===== src/rtl/pc_stack_unit.sv =====
// ============================================================================
// Module  : pc_stack_unit
// Brief   : Program counter with relative branch, stall enable and a hardware
//           return-address stack for call/ret, with sticky ovf/unf flags.
//           Define PC_STACK_WRAP_EN to make the stack circular on overflow.
// Rev     : 1.0  initial release
// ============================================================================
`default_nettype none

module pc_stack_unit #(
  parameter int            AW        = 5,
  parameter int            DEPTH     = 4,
  parameter logic [AW-1:0] RESET_VEC = '0
) (
  input  logic                       clk,
  input  logic                       rst_n,
  input  logic                       en,
  input  logic                       ld_pc,
  input  logic                       br_pc,
  input  logic                       inc_pc,
  input  logic                       call,
  input  logic                       ret,
  input  logic                       clr_err,
  input  logic [AW-1:0]              pc_in,
  input  logic [AW-1:0]              offset,
  output logic [AW-1:0]              pc_out,
  output logic [$clog2(DEPTH+1)-1:0] sp,
  output logic                       stack_full,
  output logic                       stack_empty,
  output logic                       ovf,
  output logic                       unf
);

  localparam int SPW = $clog2(DEPTH + 1);
  localparam int PW  = $clog2(DEPTH);
  localparam logic [SPW-1:0] C_SP_FULL = SPW'(DEPTH);
  localparam logic [SPW-1:0] C_SP_ONE  = SPW'(1);

  logic [AW-1:0]  r_pc;
  logic [SPW-1:0] r_sp;
  logic           r_ovf;
  logic           r_unf;
  logic [AW-1:0]  r_stack [DEPTH];

  logic [AW-1:0]  w_pc_nxt;
  logic [AW-1:0]  w_pc_inc;
  logic [SPW-1:0] w_sp_nxt;
  logic           w_full;
  logic           w_empty;
  logic           w_push;
  logic           w_ovf_set;
  logic           w_unf_set;
  logic [PW-1:0]  w_push_idx;
  logic [PW-1:0]  w_top_idx;

  assign w_pc_inc = r_pc + AW'(1);
  assign w_full   = (r_sp == C_SP_FULL);
  assign w_empty  = (r_sp == '0);

`ifdef PC_STACK_WRAP_EN
  // Circular stack: r_bot marks the oldest entry; a full push overwrites it.
  logic [PW-1:0] r_bot;
  logic          w_bot_adv;

  function automatic logic [PW-1:0] f_wrap(input logic [PW:0] a);
    if (a >= (PW+1)'(DEPTH)) f_wrap = PW'(a - (PW+1)'(DEPTH));
    else                     f_wrap = PW'(a);
  endfunction

  assign w_push_idx = f_wrap((PW+1)'(r_bot) + (PW+1)'(r_sp));
  assign w_top_idx  = f_wrap((PW+1)'(r_bot) + (PW+1)'(r_sp) - (PW+1)'(1));
  assign w_bot_adv  = en && !ret && call && w_full;

  always_ff @(posedge clk) begin
    if (!rst_n)         r_bot <= '0;
    else if (w_bot_adv) r_bot <= f_wrap((PW+1)'(r_bot) + (PW+1)'(1));
  end
`else
  assign w_push_idx = PW'(r_sp);
  assign w_top_idx  = PW'(r_sp - C_SP_ONE);
`endif

  always_comb begin
    w_pc_nxt  = r_pc;
    w_sp_nxt  = r_sp;
    w_push    = 1'b0;
    w_ovf_set = 1'b0;
    w_unf_set = 1'b0;
    if (en) begin
      if (ret) begin
        if (!w_empty) begin
          w_pc_nxt = r_stack[w_top_idx];
          w_sp_nxt = r_sp - C_SP_ONE;
        end else begin
          // Empty ret degrades to an increment so the core keeps moving.
          w_pc_nxt  = w_pc_inc;
          w_unf_set = 1'b1;
        end
      end else if (call) begin
        w_pc_nxt = pc_in;
        if (!w_full) begin
          w_push   = 1'b1;
          w_sp_nxt = r_sp + C_SP_ONE;
        end else begin
          w_ovf_set = 1'b1;
`ifdef PC_STACK_WRAP_EN
          w_push = 1'b1;
`endif
        end
      end else if (ld_pc) begin
        w_pc_nxt = pc_in;
      end else if (br_pc) begin
        w_pc_nxt = r_pc + offset;
      end else if (inc_pc) begin
        w_pc_nxt = w_pc_inc;
      end
    end
  end

  always_ff @(posedge clk) begin
    if (!rst_n) begin
      r_pc  <= RESET_VEC;
      r_sp  <= '0;
      r_ovf <= 1'b0;
      r_unf <= 1'b0;
    end else begin
      r_pc <= w_pc_nxt;
      r_sp <= w_sp_nxt;
      // Error set takes precedence over a same-cycle clear.
      r_ovf <= w_ovf_set | (r_ovf & ~clr_err);
      r_unf <= w_unf_set | (r_unf & ~clr_err);
    end
  end

  always_ff @(posedge clk) begin
    if (rst_n && w_push) r_stack[w_push_idx] <= w_pc_inc;
  end

  assign pc_out      = r_pc;
  assign sp          = r_sp;
  assign ovf         = r_ovf;
  assign unf         = r_unf;
  assign stack_full  = w_full;
  assign stack_empty = w_empty;

endmodule

`default_nettype wire


===== config.mk =====
export PLATFORM = sky130hd
export DESIGN_NAME = pc_stack_unit
export DESIGN_NICKNAME = d
export VERILOG_FILES = /design/src/rtl/pc_stack_unit.sv
export SDC_FILE = /design/constraint.sdc
export NUM_CORES = 1
export LEC_CHECK = 0
export BUFFER_PORTS_ARGS = -buffer_cell sky130_fd_sc_hd__buf_2
export CAP_MARGIN = 25
export CORE_ASPECT_RATIO = 2
export CORE_MARGIN = 4
export CORE_UTILIZATION = 55
export DETAILED_ROUTE_END_ITERATION = 10
export PLACE_DENSITY = 0.89
export SYNTH_ARGS = -nofsm -noshare
export SYNTH_HDL_FRONTEND = slang
export SYNTH_SLANG_ARGS = --single-unit

===== constraint.sdc =====
create_clock -name clk -period 3.59 [get_ports clk]
set_input_delay 0.718 -clock clk [delete_from_list [all_inputs] [get_ports clk]]
set_output_delay 0.718 -clock clk [all_outputs]
set_load 0.05 [all_outputs]

-- After elaboration in Yosys (flattened, before gate mapping)
Memory sizes are Yosys's and may differ from the RTL's.
Index checks and enable logic that the tools add are counted.
- reductions and logical operators: 6
- shift-type cells: 0
- div/mod/pow operators: 0
- mux-type cells: 23
- add/sub/neg operators: 4
- $mul: 0
- order comparisons: 0
- eq/ne operators: 3
- bitwise operators: 5
- operators by type and width (kind ; count):
    $mux 5 ; 6
    $mux 1 ; 13
    $mux 3 ; 4
    $add 5x1->5 const B ; 1
    $add 5x5->5 ; 1
    $reduce_bool 5->1 ; 1
    $ne 2x2->1 const B ; 2
    $reduce_and 4->1 ; 1
    $add 3x1->3 const B ; 1
    $eq 3x3->1 const B ; 1
    $logic_not 3->1 ; 1
    $sub 3x1->3 const B ; 1
    $and 1x1->1 ; 2
    $or 1x1->1 ; 2
    $reduce_and 2->1 ; 1
    $reduce_bool 2->1 ; 1
    $logic_and 1x1->1 ; 1
    $not 1->1 ; 1
- memory bits (read-only): 0
- memories kept: 1
- input port bits: 19
- latch bits: 0
- register bits: 10
- logic and storage cells: 46
- bits in writable memories: 20
- output and inout port bits: 12
- memory list (memory ; depth ; bits a word ; rd ports ; clocked after Yosys merged registers in ; write ports ; line ; text):
    r_stack ; 4 ; 5 ; 1 ; 0 ; 1 ; 43 ; logic [AW-1:0] r_stack [DEPTH];

-- Logic depth before layout (Yosys ltp)
- depth in word-level cells: 8
- mapped depth: 10

-- Worst setup path after synthesis
OpenSTA, ideal clock, no wires.
- path type: register to register
- start: reg r_sp[0], in the netlist sp[0]
- end: reg r_sp[2], in the netlist sp[2]
- path buffers: 1
- required time: 3.520 ns
- arrival: 2.420 ns
- period minus slack after synthesis: 2.490 ns
- slack: 1.100 ns
- setup time: 0.070 ns
- stages on the path, launching flop included: 9
- cell sequence: dfxtp_1 -> buf_2 -> inv_1 -> ha_1 -> and2_1 -> nor2b_1 -> o211ai_2 -> or3_1 -> a21oi_1
- elaborated cells on any way between the ends: 11
- classes of those cells: 2 x add/sub; 3 x eq/ne; 4 x mux; 2 x reduce/logical
- RTL lines (item ; line ; text):
    start, declared ; 40 ; logic [SPW-1:0] r_sp;
    start signal, assigned ; 128 ; r_sp <= w_sp_nxt;
    $eq 3x3->1 ; 57 ; assign w_full = (r_sp == C_SP_FULL);
    named net stack_full ; 28 ; output logic stack_full,
    $ne 2x2->1 (no line) ; -- ;
    $reduce_and 4->1 (no line) ; -- ;
The timed path passes the listed nets, and every way through them passes these cells. The select of a mux whose other input is x is not followed.
A chain may end at the register's enable or synchronous reset.

-- Worst setup path in the final report
- start: reg r_sp[0], in the netlist sp[0]
- end: out stack_empty
- word-level cells in the longest chain between the ends: 1
- ends and longest elaborated chain (item ; line ; text):
    $logic_not 3->1 ; 58 ; assign w_empty = (r_sp == '0);
    end, declared ; 29 ; output logic stack_empty,
Every way passes these cells.

==> reports/metrics.csv <==
stage,metric,value,unit
yosys,Mapped Nets,190,
yosys,unique cell type count in the Yosys netlist,44,
placement,dpl ws,1152,ps
sta,RSZ-0062 raised after global routing,no,
clock_tree,Clock Sinks,30,
sta,Fin Clk Skew,7.709,ps
final_layout,multi-input logic area,819.5,um^2
yosys,ys async rst share,0,%
clock_tree,Post-CTS Setup Repair Bufs,0,
clock_tree,Post-CTS Hold Buffers,0,
clock_tree,worst-skew pair later-pin latency,280,ps
drt,Pre-Repair DR Iteration Count,4,
worst_setup_path,crit path capture type,primary output,
die,Die ar.,4128,um^2
sta,final setup TNS,0,ps
yosys,synth top area cells,"edfxtp_1, dfxtp_1, ha_1",
placement,post-DP HPWL,3100,um
clock_tree,clk buf depth,2,
drt,via count,1338,
drt,antenna-violating nets left,0,
yosys,register area share after synthesis,46.72,%
grt,vias in the first global route,1409,
worst_setup_path,Crit Path Category,reg -> out,
drt,drt via density,6.054,
worst_setup_path,startpoint types,register,
clock_tree,cts repair resizes,0,
die,I/O Pins,31,
grt,largest net degree at the start of global routing,18,
sta,Slew Limit Headroom,67.39,%
clock_tree,CTS root buf,clkbuf_8,
drt,DR WL/cell,17.38,um
drt,DRC viols,0,
die,Starting Density,57.56,%
worst_hold_path,hold crit path type,reg -> reg,
final_layout,layout cell share with drive strength beyond 1,24.08,%
yosys,ys flop type,edfxtp_1,
drt,total wire length,3841,um
final_layout,area delta synth->final,13.28,%
sta,Final Worst Setup Slack,968.2,ps
yosys,Syn Inst Count,160,
yosys,Synth Area per Inst,10.71,um^2
sta,"Min Clock Period, post-route",2622,ps
run,max-cap violations,0,
pwr,power density over cell area,469.4,nW/um^2
pwr,Final Power,911.6,uW
final_layout,Fillers,220,
sta,f_max,381.4,MHz
clock_tree,clock-pin transition on the worst setup and hold timing paths,70,ps
worst_setup_path,Worst Path Max Fanout,9,
yosys,Synth Warn #,0,
worst_setup_path,Critical Path RT,2870,ps
placement,IO buf count,30,
final_layout,Storage cell area,800.8,um^2
die,FP Rows,28,
sta,max-slew violation count,0,
worst_setup_path,Worst EP arrival,1900,ps
yosys,Post-synth EDFFs,20,
die,core footprint,2978,um^2
clock_tree,total number of H-tree levels,2,
clock_tree,number of CTS-inserted buffers,5,
pwr,Leak,0.0007900,uW
die,die height,86.95,um
sta,Worst-Margin Slew,487.3,ps
yosys,top-count cell post-synth,edfxtp_1,
grt,Total GRT Usage,20.76,%
run_status,status,"complete, no violations",
yosys,Syn Std Cell Area,1714,um^2
grt,antenna violations before repair,0,
sta,fin crit share,73.03,%
yosys,most instantiated cells after synthesis,"edfxtp_1, nor2_1, inv_1",
yosys,Synth area leader,edfxtp_1,
yosys,Synth top area share,35.04,%
pwr,worst vdd ir,0.4312,mV
final_layout,ant diodes,0,
sta,Setup-failing EPs final,0,
clock_tree,CTS tree,done,
placement,Final GP Congestion,0.9252,
drt,Starting DRT DRC Count,37,
grt,gr ovfl total,0,
sta,final hold vios,0,
grt,global-route wire length before repair,6085,um
die,DIE WIDTH,47.48,um
yosys,Synth Register Bits,30,
final_layout,Final nets,220,
[worst paths after layout]
kind / start / endpoint / slack (ps) / depth (start not counted)
max: sp[0] / stack_empty / 970 / 5
min: unf / unf / 500 / 2
max reg2reg: pc_out[0] / pc_out[2] / 1340 / 8
min reg2reg: unf / unf / 500 / 2
[worst max-delay path, cell delays in order, from the launching register on]
cell      delay (ps)
dfxtp_1          600
inv_1            190
ha_1             250
nand2b_1         250
inv_2            100
buf_2            230
[power by group]
group	internal [uW]	switching [uW]	total [uW]
Sequential	388	20.2	409
Combinational	87.2	162	249
Clock	132	122	254
[metal layers]
metal | GRT usage, % | part of all wire [%] | vias to the layer above
li1 | - | - | 639
met2 | 37.78 | 58 | 52
met1 | 19.95 | 33 | 635
met4 | 11.08 | 3.2 | 0
met3 | 3.934 | 5.5 | 12
met5 | 0 | 0 | -
[cell type report]
class                      count  area share, %
clock inverter                 3         0.8376
tap                           30          1.933
multi-input combinational    110          42.20
inverter                      13          2.513
clock buffer                   5          3.544
timing repair buffer          30          7.732
sequential                    30          41.24
[kinds of logic (layout without fill, tap and decap cells)]
family	Yosys count	in the layout	share of synthesized area [%]
AO/OA/AOI/OAI	32	32	13.21
XOR/XNOR	5	5	2.555
adder cells (fa/ha/maj)	11	11	8.467
buffers and inverters	20	51	5.473
flip-flops	30	30	46.72
multiplexers	7	7	7.737
AND/OR/NAND/NOR	55	55	15.84
[placed cells by master (no fill, tap or decap), types with 2 or more instances in the layout]
cell,count
mux2i_1,2
clkbuf_8,5
xor2_1,2
o21ai_0,6
o2111ai_1,3
nor3_1,3
nand3b_1,2
nor2b_1,5
and2_1,4
nand3_1,4
mux4_2,5
xnor2_1,3
inv_1,12
nand2_1,11
ha_1,10
a21oi_1,8
edfxtp_1,20
a211oi_1,2
dfxtp_1,10
o31ai_1,2
nor2_1,19
buf_2,30
a31oi_1,2
[registers in the layout (all words and copies together) (netlist names)]
signal	flops
pc_out	5
ovf	1
sp	3
unf	1
r_stack	20
[stage by stage]
step / hold WS (ps) / utilization [%] / cells / area (um^2)
2_1_floorplan: 719.1 / - / 160 / 1714
3_3_place_gp: 463.9 / 62.35 / 213 / 1857
3_5_place_dp: 492.4 / 62.35 / 213 / 1857
4_1_cts: 506.8 / 65.21 / 221 / 1942
5_1_grt: 528.9 / 65.21 / 221 / 1942
6_report: 496.7 / 65.21 / 221 / 1942
Power figures use the tool's default switching activity.
